<file path="src/rtl/axi4l_master_pkg.sv">
// Shared types and constants for the AXI4-lite master engine.
package axi4l_master_pkg;

    // Engine sequencing states
    typedef enum logic [1:0] {
        ST_IDLE  = 2'd0,
        ST_WRITE = 2'd1,
        ST_READ  = 2'd2,
        ST_RESP  = 2'd3
    } state_e;

    // AXI BRESP/RRESP encodings
    localparam logic [1:0] RESP_OKAY   = 2'b00;
    localparam logic [1:0] RESP_EXOKAY = 2'b01;
    localparam logic [1:0] RESP_SLVERR = 2'b10;
    localparam logic [1:0] RESP_DECERR = 2'b11;

    // Fixed protection attributes driven on every transaction
    localparam logic [2:0] AWPROT_DEFAULT = 3'b000;
    localparam logic [2:0] ARPROT_DEFAULT = 3'b001;

endpackage

</file>
<file path="src/rtl/axi4l_master_engine_if.sv">
// AXI4-lite channel bundle between the master engine and a slave.
interface axi4l_master_engine_if #(
    parameter int unsigned ADDR_WIDTH = 32,
    parameter int unsigned DATA_WIDTH = 32
);
    localparam int unsigned STRB_WIDTH = DATA_WIDTH / 8;

    logic                  awvalid;
    logic                  awready;
    logic [ADDR_WIDTH-1:0] awaddr;
    logic [2:0]            awprot;

    logic                  wvalid;
    logic                  wready;
    logic [DATA_WIDTH-1:0] wdata;
    logic [STRB_WIDTH-1:0] wstrb;

    logic                  bvalid;
    logic                  bready;
    logic [1:0]            bresp;

    logic                  arvalid;
    logic                  arready;
    logic [ADDR_WIDTH-1:0] araddr;
    logic [2:0]            arprot;

    logic                  rvalid;
    logic                  rready;
    logic [DATA_WIDTH-1:0] rdata;
    logic [1:0]            rresp;

    modport master (
        output awvalid, awaddr, awprot, input awready,
        output wvalid, wdata, wstrb, input wready,
        input  bvalid, bresp, output bready,
        output arvalid, araddr, arprot, input arready,
        input  rvalid, rdata, rresp, output rready
    );

    modport slave (
        input  awvalid, awaddr, awprot, output awready,
        input  wvalid, wdata, wstrb, output wready,
        output bvalid, bresp, input bready,
        input  arvalid, araddr, arprot, output arready,
        output rvalid, rdata, rresp, input rready
    );

endinterface

</file>
<file path="src/rtl/axi4l_timeout_counter.sv">
// Bus-phase watchdog: counts enabled cycles since the last clear and
// flags expiry once TIMEOUT_CYCLES cycles have elapsed. The flag is
// registered one cycle early so the consumer acts on exactly the
// TIMEOUT_CYCLES-th cycle; this is why TIMEOUT_CYCLES must be >= 2.
module axi4l_timeout_counter #(
    parameter int unsigned TIMEOUT_CYCLES = 1024
) (
    input  logic clk,
    input  logic rst_n,
    input  logic clear_i,
    input  logic enable_i,
    output logic expired_o
);
    localparam int unsigned CNT_W = $clog2(TIMEOUT_CYCLES + 1);
    localparam logic [CNT_W-1:0] CNT_MAX   = CNT_W'(TIMEOUT_CYCLES);
    localparam logic [CNT_W-1:0] LAST_WAIT = CNT_W'(TIMEOUT_CYCLES - 2);

    logic [CNT_W-1:0] count_q;
    logic             expired_q;

    // Saturating cycle count with sticky early-registered expiry flag
    always_ff @(posedge clk or negedge rst_n) begin
        if (!rst_n) begin
            count_q   <= '0;
            expired_q <= 1'b0;
        end else if (clear_i) begin
            count_q   <= '0;
            expired_q <= 1'b0;
        end else if (enable_i) begin
            if (count_q != CNT_MAX) begin
                count_q <= count_q + CNT_W'(1);
            end
            expired_q <= expired_q | (count_q == LAST_WAIT);
        end else begin
            expired_q <= 1'b0;
        end
    end

    assign expired_o = expired_q;

endmodule

</file>
<file path="src/rtl/axi4l_master_engine.sv">
// AXI4-lite master: converts a cmd/rsp stream into single AXI4-lite
// transactions, one outstanding at a time.
// Optional hung-slave timeout: define AXI4L_MASTER_TIMEOUT_EN.
module axi4l_master_engine
    import axi4l_master_pkg::*;
#(
    parameter int unsigned ADDR_WIDTH     = 32,
    parameter int unsigned DATA_WIDTH     = 32,
    parameter int unsigned TIMEOUT_CYCLES = 1024
) (
    input  logic                    M_AXI_ACLK,
    input  logic                    M_AXI_ARESETN,

    input  logic                    cmd_valid,
    output logic                    cmd_ready,
    input  logic                    cmd_write,
    input  logic [ADDR_WIDTH-1:0]   cmd_addr,
    input  logic [DATA_WIDTH-1:0]   cmd_wdata,
    input  logic [DATA_WIDTH/8-1:0] cmd_wstrb,

    output logic                    rsp_valid,
    input  logic                    rsp_ready,
    output logic                    rsp_write,
    output logic [DATA_WIDTH-1:0]   rsp_rdata,
    output logic [1:0]              rsp_resp,
    output logic                    rsp_timeout,

    axi4l_master_engine_if.master   m_axi
);
    localparam int unsigned STRB_WIDTH = DATA_WIDTH / 8;

    state_e                state_q;
    logic                  cmd_ready_q;
    logic                  awvalid_q;
    logic                  wvalid_q;
    logic                  bready_q;
    logic                  arvalid_q;
    logic                  rready_q;
    logic [ADDR_WIDTH-1:0] addr_q;
    logic [DATA_WIDTH-1:0] wdata_q;
    logic [STRB_WIDTH-1:0] wstrb_q;
    logic                  rsp_valid_q;
    logic                  rsp_write_q;
    logic [DATA_WIDTH-1:0] rsp_rdata_q;
    logic [1:0]            rsp_resp_q;
    logic                  accept;

    assign accept = (state_q == ST_IDLE) && cmd_ready_q && cmd_valid;

`ifdef AXI4L_MASTER_TIMEOUT_EN
    logic rsp_timeout_q;
    logic to_enable;
    logic to_expired;

    assign to_enable = (state_q == ST_WRITE) || (state_q == ST_READ);

    // Watchdog restarted at each accepted command, running during bus phases
    axi4l_timeout_counter #(
        .TIMEOUT_CYCLES (TIMEOUT_CYCLES)
    ) u_timeout (
        .clk       (M_AXI_ACLK),
        .rst_n     (M_AXI_ARESETN),
        .clear_i   (accept),
        .enable_i  (to_enable),
        .expired_o (to_expired)
    );

    assign rsp_timeout = rsp_timeout_q;
`else
    logic unused_cfg;
    assign unused_cfg  = ^TIMEOUT_CYCLES;
    assign rsp_timeout = 1'b0;
`endif

    // Transaction sequencer with all bus and response outputs registered
    always_ff @(posedge M_AXI_ACLK or negedge M_AXI_ARESETN) begin
        if (!M_AXI_ARESETN) begin
            state_q     <= ST_IDLE;
            cmd_ready_q <= 1'b0;
            awvalid_q   <= 1'b0;
            wvalid_q    <= 1'b0;
            bready_q    <= 1'b0;
            arvalid_q   <= 1'b0;
            rready_q    <= 1'b0;
            addr_q      <= '0;
            wdata_q     <= '0;
            wstrb_q     <= '0;
            rsp_valid_q <= 1'b0;
            rsp_write_q <= 1'b0;
            rsp_rdata_q <= '0;
            rsp_resp_q  <= RESP_OKAY;
`ifdef AXI4L_MASTER_TIMEOUT_EN
            rsp_timeout_q <= 1'b0;
`endif
        end else begin
            case (state_q)
                ST_IDLE: begin
                    if (accept) begin
                        cmd_ready_q <= 1'b0;
                        addr_q      <= cmd_addr;
                        if (cmd_write) begin
                            wdata_q   <= cmd_wdata;
                            wstrb_q   <= cmd_wstrb;
                            awvalid_q <= 1'b1;
                            wvalid_q  <= 1'b1;
                            bready_q  <= 1'b1;
                            state_q   <= ST_WRITE;
                        end else begin
                            arvalid_q <= 1'b1;
                            rready_q  <= 1'b1;
                            state_q   <= ST_READ;
                        end
                    end else begin
                        cmd_ready_q <= 1'b1;
                    end
                end

                ST_WRITE: begin
                    // Address and data channels retire independently
                    if (awvalid_q && m_axi.awready) begin
                        awvalid_q <= 1'b0;
                    end
                    if (wvalid_q && m_axi.wready) begin
                        wvalid_q <= 1'b0;
                    end
                    if (bready_q && m_axi.bvalid) begin
                        awvalid_q   <= 1'b0;
                        wvalid_q    <= 1'b0;
                        bready_q    <= 1'b0;
                        rsp_valid_q <= 1'b1;
                        rsp_write_q <= 1'b1;
                        rsp_rdata_q <= '0;
                        rsp_resp_q  <= m_axi.bresp;
                        state_q     <= ST_RESP;
                    end
`ifdef AXI4L_MASTER_TIMEOUT_EN
                    else if (to_expired) begin
                        awvalid_q     <= 1'b0;
                        wvalid_q      <= 1'b0;
                        bready_q      <= 1'b0;
                        rsp_valid_q   <= 1'b1;
                        rsp_write_q   <= 1'b1;
                        rsp_rdata_q   <= '0;
                        rsp_resp_q    <= RESP_SLVERR;
                        rsp_timeout_q <= 1'b1;
                        state_q       <= ST_RESP;
                    end
`endif
                end

                ST_READ: begin
                    if (arvalid_q && m_axi.arready) begin
                        arvalid_q <= 1'b0;
                    end
                    if (rready_q && m_axi.rvalid) begin
                        arvalid_q   <= 1'b0;
                        rready_q    <= 1'b0;
                        rsp_valid_q <= 1'b1;
                        rsp_write_q <= 1'b0;
                        rsp_rdata_q <= m_axi.rdata;
                        rsp_resp_q  <= m_axi.rresp;
                        state_q     <= ST_RESP;
                    end
`ifdef AXI4L_MASTER_TIMEOUT_EN
                    else if (to_expired) begin
                        arvalid_q     <= 1'b0;
                        rready_q      <= 1'b0;
                        rsp_valid_q   <= 1'b1;
                        rsp_write_q   <= 1'b0;
                        rsp_rdata_q   <= '0;
                        rsp_resp_q    <= RESP_SLVERR;
                        rsp_timeout_q <= 1'b1;
                        state_q       <= ST_RESP;
                    end
`endif
                end

                ST_RESP: begin
                    // Hold the response until consumed; reopen cmd with the handshake
                    if (rsp_ready) begin
                        rsp_valid_q <= 1'b0;
                        cmd_ready_q <= 1'b1;
                        state_q     <= ST_IDLE;
`ifdef AXI4L_MASTER_TIMEOUT_EN
                        rsp_timeout_q <= 1'b0;
`endif
                    end
                end

                default: begin
                    state_q <= ST_IDLE;
                end
            endcase
        end
    end

    assign cmd_ready     = cmd_ready_q;
    assign rsp_valid     = rsp_valid_q;
    assign rsp_write     = rsp_write_q;
    assign rsp_rdata     = rsp_rdata_q;
    assign rsp_resp      = rsp_resp_q;

    assign m_axi.awvalid = awvalid_q;
    assign m_axi.awaddr  = addr_q;
    assign m_axi.awprot  = AWPROT_DEFAULT;
    assign m_axi.wvalid  = wvalid_q;
    assign m_axi.wdata   = wdata_q;
    assign m_axi.wstrb   = wstrb_q;
    assign m_axi.bready  = bready_q;
    assign m_axi.arvalid = arvalid_q;
    assign m_axi.araddr  = addr_q;
    assign m_axi.arprot  = ARPROT_DEFAULT;
    assign m_axi.rready  = rready_q;

endmodule

</file>
<file path="src/flat_wrapper.sv">
// flat-port wrapper written by rule: the top's interface ports become plain ports
module axi4l_master_engine_flat import axi4l_master_pkg::*;
#(
    parameter int unsigned ADDR_WIDTH     = 32,
    parameter int unsigned DATA_WIDTH     = 32,
    parameter int unsigned TIMEOUT_CYCLES = 1024
)
  (M_AXI_ACLK, M_AXI_ARESETN, cmd_valid, cmd_ready, cmd_write, cmd_addr, cmd_wdata, cmd_wstrb, rsp_valid, rsp_ready, rsp_write, rsp_rdata, rsp_resp, rsp_timeout, m_axi_awvalid, m_axi_awaddr, m_axi_awprot, m_axi_awready, m_axi_wvalid, m_axi_wdata, m_axi_wstrb, m_axi_wready, m_axi_bvalid, m_axi_bresp, m_axi_bready, m_axi_arvalid, m_axi_araddr, m_axi_arprot, m_axi_arready, m_axi_rvalid, m_axi_rdata, m_axi_rresp, m_axi_rready);
  axi4l_master_engine_if #(.ADDR_WIDTH(ADDR_WIDTH), .DATA_WIDTH(DATA_WIDTH)) m_axi_i ();
  input  logic M_AXI_ACLK;
  input  logic M_AXI_ARESETN;
  input  logic cmd_valid;
  output logic cmd_ready;
  input  logic cmd_write;
  input  logic [ADDR_WIDTH-1:0] cmd_addr;
  input  logic [DATA_WIDTH-1:0] cmd_wdata;
  input  logic [DATA_WIDTH/8-1:0] cmd_wstrb;
  output logic rsp_valid;
  input  logic rsp_ready;
  output logic rsp_write;
  output logic [DATA_WIDTH-1:0] rsp_rdata;
  output logic [1:0] rsp_resp;
  output logic rsp_timeout;
  output wire logic [$bits(m_axi_i.awvalid)-1:0] m_axi_awvalid;
  output wire logic [$bits(m_axi_i.awaddr)-1:0] m_axi_awaddr;
  output wire logic [$bits(m_axi_i.awprot)-1:0] m_axi_awprot;
  input wire logic [$bits(m_axi_i.awready)-1:0] m_axi_awready;
  output wire logic [$bits(m_axi_i.wvalid)-1:0] m_axi_wvalid;
  output wire logic [$bits(m_axi_i.wdata)-1:0] m_axi_wdata;
  output wire logic [$bits(m_axi_i.wstrb)-1:0] m_axi_wstrb;
  input wire logic [$bits(m_axi_i.wready)-1:0] m_axi_wready;
  input wire logic [$bits(m_axi_i.bvalid)-1:0] m_axi_bvalid;
  input wire logic [$bits(m_axi_i.bresp)-1:0] m_axi_bresp;
  output wire logic [$bits(m_axi_i.bready)-1:0] m_axi_bready;
  output wire logic [$bits(m_axi_i.arvalid)-1:0] m_axi_arvalid;
  output wire logic [$bits(m_axi_i.araddr)-1:0] m_axi_araddr;
  output wire logic [$bits(m_axi_i.arprot)-1:0] m_axi_arprot;
  input wire logic [$bits(m_axi_i.arready)-1:0] m_axi_arready;
  input wire logic [$bits(m_axi_i.rvalid)-1:0] m_axi_rvalid;
  input wire logic [$bits(m_axi_i.rdata)-1:0] m_axi_rdata;
  input wire logic [$bits(m_axi_i.rresp)-1:0] m_axi_rresp;
  output wire logic [$bits(m_axi_i.rready)-1:0] m_axi_rready;
  assign m_axi_awvalid = m_axi_i.awvalid;
  assign m_axi_awaddr = m_axi_i.awaddr;
  assign m_axi_awprot = m_axi_i.awprot;
  assign m_axi_i.awready = m_axi_awready;
  assign m_axi_wvalid = m_axi_i.wvalid;
  assign m_axi_wdata = m_axi_i.wdata;
  assign m_axi_wstrb = m_axi_i.wstrb;
  assign m_axi_i.wready = m_axi_wready;
  assign m_axi_i.bvalid = m_axi_bvalid;
  assign m_axi_i.bresp = m_axi_bresp;
  assign m_axi_bready = m_axi_i.bready;
  assign m_axi_arvalid = m_axi_i.arvalid;
  assign m_axi_araddr = m_axi_i.araddr;
  assign m_axi_arprot = m_axi_i.arprot;
  assign m_axi_i.arready = m_axi_arready;
  assign m_axi_i.rvalid = m_axi_rvalid;
  assign m_axi_i.rdata = m_axi_rdata;
  assign m_axi_i.rresp = m_axi_rresp;
  assign m_axi_rready = m_axi_i.rready;
  axi4l_master_engine #(.ADDR_WIDTH(ADDR_WIDTH), .DATA_WIDTH(DATA_WIDTH), .TIMEOUT_CYCLES(TIMEOUT_CYCLES)) u_core (.M_AXI_ACLK(M_AXI_ACLK), .M_AXI_ARESETN(M_AXI_ARESETN), .cmd_valid(cmd_valid), .cmd_ready(cmd_ready), .cmd_write(cmd_write), .cmd_addr(cmd_addr), .cmd_wdata(cmd_wdata), .cmd_wstrb(cmd_wstrb), .rsp_valid(rsp_valid), .rsp_ready(rsp_ready), .rsp_write(rsp_write), .rsp_rdata(rsp_rdata), .rsp_resp(rsp_resp), .rsp_timeout(rsp_timeout), .m_axi(m_axi_i));
endmodule
</file>
<file path="config.mk">
export PLATFORM = sky130hd
export DESIGN_NAME = axi4l_master_engine_flat
export DESIGN_NICKNAME = d
export VERILOG_FILES = /design/src/rtl/axi4l_master_pkg.sv /design/src/rtl/axi4l_master_engine_if.sv /design/src/rtl/axi4l_timeout_counter.sv /design/src/rtl/axi4l_master_engine.sv /design/src/flat_wrapper.sv
export SDC_FILE = /design/constraint.sdc
export NUM_CORES = 1
export LEC_CHECK = 0
export CAP_MARGIN = 20
export CORE_UTILIZATION = 35
export CTS_BUF_LIST = sky130_fd_sc_hd__clkbuf_16
export DETAILED_ROUTE_END_ITERATION = 8
export GPL_ROUTABILITY_DRIVEN = 0
export PLACE_DENSITY = 0.77
export SLEW_MARGIN = 10
export SYNTH_ARGS = -nofsm -noshare
export SYNTH_HDL_FRONTEND = slang
export SYNTH_HIERARCHICAL = 1
export SYNTH_SLANG_ARGS = --single-unit
</file>
<file path="constraint.sdc">
create_clock -name M_AXI_ACLK -period 1.9 [get_ports M_AXI_ACLK]
set_input_delay 0.38 -clock M_AXI_ACLK [delete_from_list [all_inputs] [get_ports M_AXI_ACLK]]
set_output_delay 0.38 -clock M_AXI_ACLK [all_outputs]
set_load 0.02 [all_outputs]
</file>
==> report_table.html <==
<table>
<tr><th>Metric</th><th>Value</th></tr>
<tr><th colspan="2">Status</th></tr>
<tr><td>Run status</td><td>completed</td></tr>
<tr><th colspan="2">Cells and area</th></tr>
<tr><td>Total Nets Final</td><td>about 680</td></tr>
<tr><td>Final core utilization</td><td>0.5745</td></tr>
<tr><td>Filler cells</td><td>approximately 1.1k</td></tr>
<tr><td>Area of all placed cells without fillers</td><td>7609 sq um</td></tr>
<tr><td>Area added between synthesis and finish</td><td>60.36%</td></tr>
<tr><td>Antenna cells</td><td>0</td></tr>
<tr><td>Ratio of cells with drive above 1 in the final layout</td><td>0.2092</td></tr>
<tr><th colspan="2">Global routing</th></tr>
<tr><td>First-pass GRT wire length</td><td>approximately 19000 um</td></tr>
<tr><td>Met2 usage in global routing</td><td>0.3044</td></tr>
<tr><td>Number of global-route vias before repair</td><td>roughly 3.6k</td></tr>
<tr><td>GRT met1 Usage</td><td>0.2020</td></tr>
<tr><td>Met3 Track Usage GR</td><td>0.04585</td></tr>
<tr><td>Total global-route track usage</td><td>0.1745</td></tr>
<tr><td>Congestion Overflow GR</td><td>0</td></tr>
<tr><td>Grt peak-use layer</td><td>met2</td></tr>
<tr><td>Pin count of the biggest net entering global routing</td><td>around 110</td></tr>
<tr><td>Number of antenna violations at the first check in global routing</td><td>0</td></tr>
<tr><th colspan="2">Floorplan</th></tr>
<tr><td>Standard-cell row count</td><td>42</td></tr>
<tr><td>Die extent in x</td><td>118.4 um</td></tr>
<tr><td>Initial Util</td><td>0.3583</td></tr>
<tr><td>Floorplan die area</td><td>14030 sq um</td></tr>
<tr><td>Die Height</td><td>between 100 and 150 um</td></tr>
<tr><td>Core region area</td><td>~13000 sq um</td></tr>
<tr><td>Top-level port count</td><td>263</td></tr>
<tr><th colspan="2">Clock tree</th></tr>
<tr><td>TritonCTS sink count</td><td>around 110</td></tr>
<tr><td>Root Buffer Master</td><td>sky130_fd_sc_hd__clkbuf_16</td></tr>
<tr><td>Number of H-tree levels</td><td>3</td></tr>
<tr><td>TritonCTS clock tree</td><td>done</td></tr>
<tr><td>Reg clk slew, reported paths</td><td>around 70 ps</td></tr>
<tr><td>Clock latency reported for the late side of the worst-skew pair</td><td>350 ps</td></tr>
<tr><td>Worst-case clock buffer depth</td><td>2</td></tr>
<tr><td>TritonCTS Buffers</td><td>9</td></tr>
<tr><th colspan="2">Route</th></tr>
<tr><td>Post-Route WL</td><td>11880 um</td></tr>
<tr><td>Average wire per standard cell</td><td>between 15 and 20 um</td></tr>
<tr><td>Number of routed nets with antenna violations</td><td>0</td></tr>
<tr><td>First-pass detailed-route iteration total</td><td>4</td></tr>
<tr><td>Number of vias per cell after detailed routing</td><td>about 4.6</td></tr>
<tr><td>Post-detailed-route DRC marker count</td><td>0</td></tr>
<tr><td>Violation count after the first detailed-routing iteration</td><td>107</td></tr>
<tr><td>Number of vias after detailed routing</td><td>between 3k and 4k</td></tr>
<tr><th colspan="2">Logic synthesis</th></tr>
<tr><td>Unique cell type count in the Yosys netlist</td><td>31</td></tr>
<tr><td>Main flop type after synthesis</td><td>sky130_fd_sc_hd__dfrtp_1</td></tr>
<tr><td>Async set or reset register ratio after synthesis</td><td>1.000</td></tr>
<tr><td>Post-synthesis register bit count</td><td>around 110</td></tr>
<tr><td>Sequential-to-total area share from yosys stat</td><td>0.5907</td></tr>
<tr><td>Synthesized area per cell</td><td>14.51 sq um</td></tr>
<tr><td>Cells after Synth</td><td>327</td></tr>
<tr><td>Main area contributors after synthesis</td><td>sky130_fd_sc_hd__dfrtp_1 (59%), sky130_fd_sc_hd__mux2_2 (17%), sky130_fd_sc_hd__buf_4 (6.6%)</td></tr>
<tr><td>Largest area contributor in the netlist</td><td>sky130_fd_sc_hd__dfrtp_1</td></tr>
<tr><td>Synthesized cell area</td><td>between 4000 and 5000 sq um</td></tr>
<tr><td>Top-area cell type share of the netlist area</td><td>0.5907</td></tr>
<tr><td>Synthesis Warnings</td><td>6</td></tr>
<tr><td>EDFF count, synth</td><td>0</td></tr>
<tr><th colspan="2">Min path</th></tr>
<tr><td>Worst hold path class</td><td>input port to async pin</td></tr>
<tr><th colspan="2">Power</th></tr>
<tr><td>Static leakage power</td><td>~3.3 nW</td></tr>
<tr><td>Max rail drop VDD</td><td>between 800 and 900 uV</td></tr>
<tr><td>Power per unit of standard cell area</td><td>between 1500 and 2000 nW/um^2</td></tr>
<tr><td>Total power of the final layout</td><td>~0.014 W</td></tr>
<tr><th colspan="2">Job</th></tr>
<tr><td>Number of maximum-capacitance violations</td><td>0</td></tr>
<tr><th colspan="2">Critical path</th></tr>
<tr><td>Critical Path Slowest Stage Cell</td><td>sky130_fd_sc_hd__or3_4</td></tr>
<tr><td>Cell-by-cell trace of the critical path</td><td>inv_1 &gt; ha_1 &gt; a21boi_4 &gt; or3_4 &gt; buf_12 &gt; a22o_1</td></tr>
<tr><td>Data arrival at the endpoint of the critical path</td><td>between 2000 and 2500 ps</td></tr>
<tr><td>Worst Setup Start Kind</td><td>flop</td></tr>
<tr><td>Critical Path Fanout Max</td><td>20</td></tr>
<tr><td>Count of buffering cells on the critical path with inverters included</td><td>2</td></tr>
<tr><td>CP required</td><td>2130 ps</td></tr>
<tr><td>Largest stage delay on the critical path</td><td>between 400 and 500 ps</td></tr>
<tr><td>Type of destination of the critical path</td><td>flop</td></tr>
<tr><td>Cell family contributing the most delay on the critical path</td><td>simple AND/OR/NAND/NOR gates</td></tr>
<tr><td>Minimum setup slack among reg-to-reg paths</td><td>40 ps</td></tr>
<tr><td>Crit path kind</td><td>flop to flop</td></tr>
<tr><th colspan="2">Place</th></tr>
<tr><td>Post-DP HPWL</td><td>8800 um</td></tr>
<tr><td>Placed inst area</td><td>7279 sq um</td></tr>
<tr><td>Port Buf Inserts</td><td>255</td></tr>
<tr><td>Worst slack after detailed placement</td><td>-121.4 ps</td></tr>
<tr><th colspan="2">STA</th></tr>
<tr><td>Crit path time final</td><td>roughly 1900 ps</td></tr>
<tr><td>Smallest setup slack after layout</td><td>around 37 ps</td></tr>
<tr><td>Summed negative setup slack over all endpoints</td><td>0 ps</td></tr>
<tr><td>Relative slew slack</td><td>0.6073</td></tr>
<tr><td>RSZ-0062 raised after global routing</td><td>yes</td></tr>
<tr><td>Setup clock skew after layout</td><td>10.59 ps</td></tr>
<tr><td>Final critical-path share of the clock period</td><td>0.9804</td></tr>
<tr><td>Timing-limited maximum frequency</td><td>536.9 MHz</td></tr>
<tr><td>Slew at the pin with the worst max-slew slack</td><td>589.0 ps</td></tr>
<tr><td>Slew Viols, Final</td><td>0</td></tr>
<tr><td>Count of endpoints failing hold in the final timing report</td><td>0</td></tr>
<tr><td>Total setup violations reported at the end of the flow</td><td>0</td></tr>
</table>
==> routing by layer <==
metal	part of all wire	vias up
li1	-	1568
met1	0.40	1675
met2	0.50	175
met3	0.075	12
met4	0.018	0
met5	0	-
==> through the flow <==
| stage | hold slack [ps] | instances |
|---|---|---|
| after detailed placement | 484.0 | 721 |
| final | 90.08 | 740 |
| after global placement | 484.6 | 721 |
| after global routing | 137.0 | 740 |
| after CTS | 136.9 | 737 |
| after floorplan | 84.41 | 332 |
==> logic make-up after synthesis <==
logic type,Yosys count,share of synthesized area
AOI/OAI and AO/OA,53,0.09652
and+or+nand+nor,13,0.01714
buffers and inverters,65,0.09731
adders and majority gates,5,0.01319
muxes,77,0.1835
other,2,0.001583
DFF,112,0.5907
==> timing repair <==
item	4_1_cts	5_1_grt
resized for setup	1	2
buffers inserted	0	3
pin swaps	1	1
setup endpoints to repair	9	29
hold buffers	0	0
==> synth_stat cells, drive strengths merged, types with 2 or more instances <==
cell and number:
a21boi 3, a22o 35, a31oi 2, buf 56, conb 2, dfrtp 112, ha 5, inv 9
mux2 74, mux2i 3, nand2 4, nand3b 2, o21ai 7, o41ai 2
==> flip-flops by register name, summed over array words and instances (netlist names), 2 cells and up <==
signal / cells
u_core/rsp_rdata: 32
u_core/m_axi.araddr: 32
u_core/rsp_resp: 2
u_core/state_q: 2
u_core/m_axi.wstrb: 4
u_core/m_axi.wdata: 32
==> final timing paths <==
path | startpoint | to | cells after the start
worst max register to register | u_core/state_q[1] | u_core/rsp_rdata[7] | 6
max in group asynchronous | M_AXI_ARESETN | u_core/m_axi.bready | 2
min in group M_AXI_ACLK | u_core/rsp_rdata[13] | u_core/rsp_rdata[13] | 1
worst min-delay path | M_AXI_ARESETN | u_core/m_axi.araddr[9] | 2
worst max-delay path | u_core/state_q[1] | u_core/rsp_rdata[7] | 6
worst min register to register | u_core/rsp_rdata[13] | u_core/rsp_rdata[13] | 1
==> final cells by class <==
type	count	area [sq um]	area share
flip-flops and latches	112	2803	0.3684
repair buffers	272	2739	0.3600
multi-input cells	155	1510	0.1985
clock buffers	9	225.2	0.02960
well taps	176	220.2	0.02894
clock inverters	7	77.57	0.01020
inverters	9	33.78	0.004440
==> worst reg2reg max path, cell delays in order (launching register included) <==
cell and delay (ps):
sky130_fd_sc_hd__dfrtp_1 400, sky130_fd_sc_hd__inv_1 100, sky130_fd_sc_hd__ha_1 220, sky130_fd_sc_hd__a21boi_4 170, sky130_fd_sc_hd__or3_4 480, sky130_fd_sc_hd__buf_12 190
sky130_fd_sc_hd__a22o_1 190
==> power by group <==
group	internal, W	switching, W
registers	0.00350	0.000762
logic	0.00403	0.00349
clock network	0.00104	0.000877
total	0.00857	0.00513
==> placed cells by master (no fill, tap or decap), types with 3 or more instances in the layout <==
cell and n:
sky130_fd_sc_hd__clkbuf_16 9, sky130_fd_sc_hd__buf_12 5, sky130_fd_sc_hd__inv_6 3, sky130_fd_sc_hd__a22o_1 33, sky130_fd_sc_hd__mux2_2 72, sky130_fd_sc_hd__inv_1 9
sky130_fd_sc_hd__nand2_1 4, sky130_fd_sc_hd__dfrtp_1 112, sky130_fd_sc_hd__mux2i_1 3, sky130_fd_sc_hd__clkdlybuf4s50_1 253, sky130_fd_sc_hd__buf_4 13, sky130_fd_sc_hd__o21ai_0 7
sky130_fd_sc_hd__ha_1 3, sky130_fd_sc_hd__conb_1 7
(Power assumes the default switching activity.)
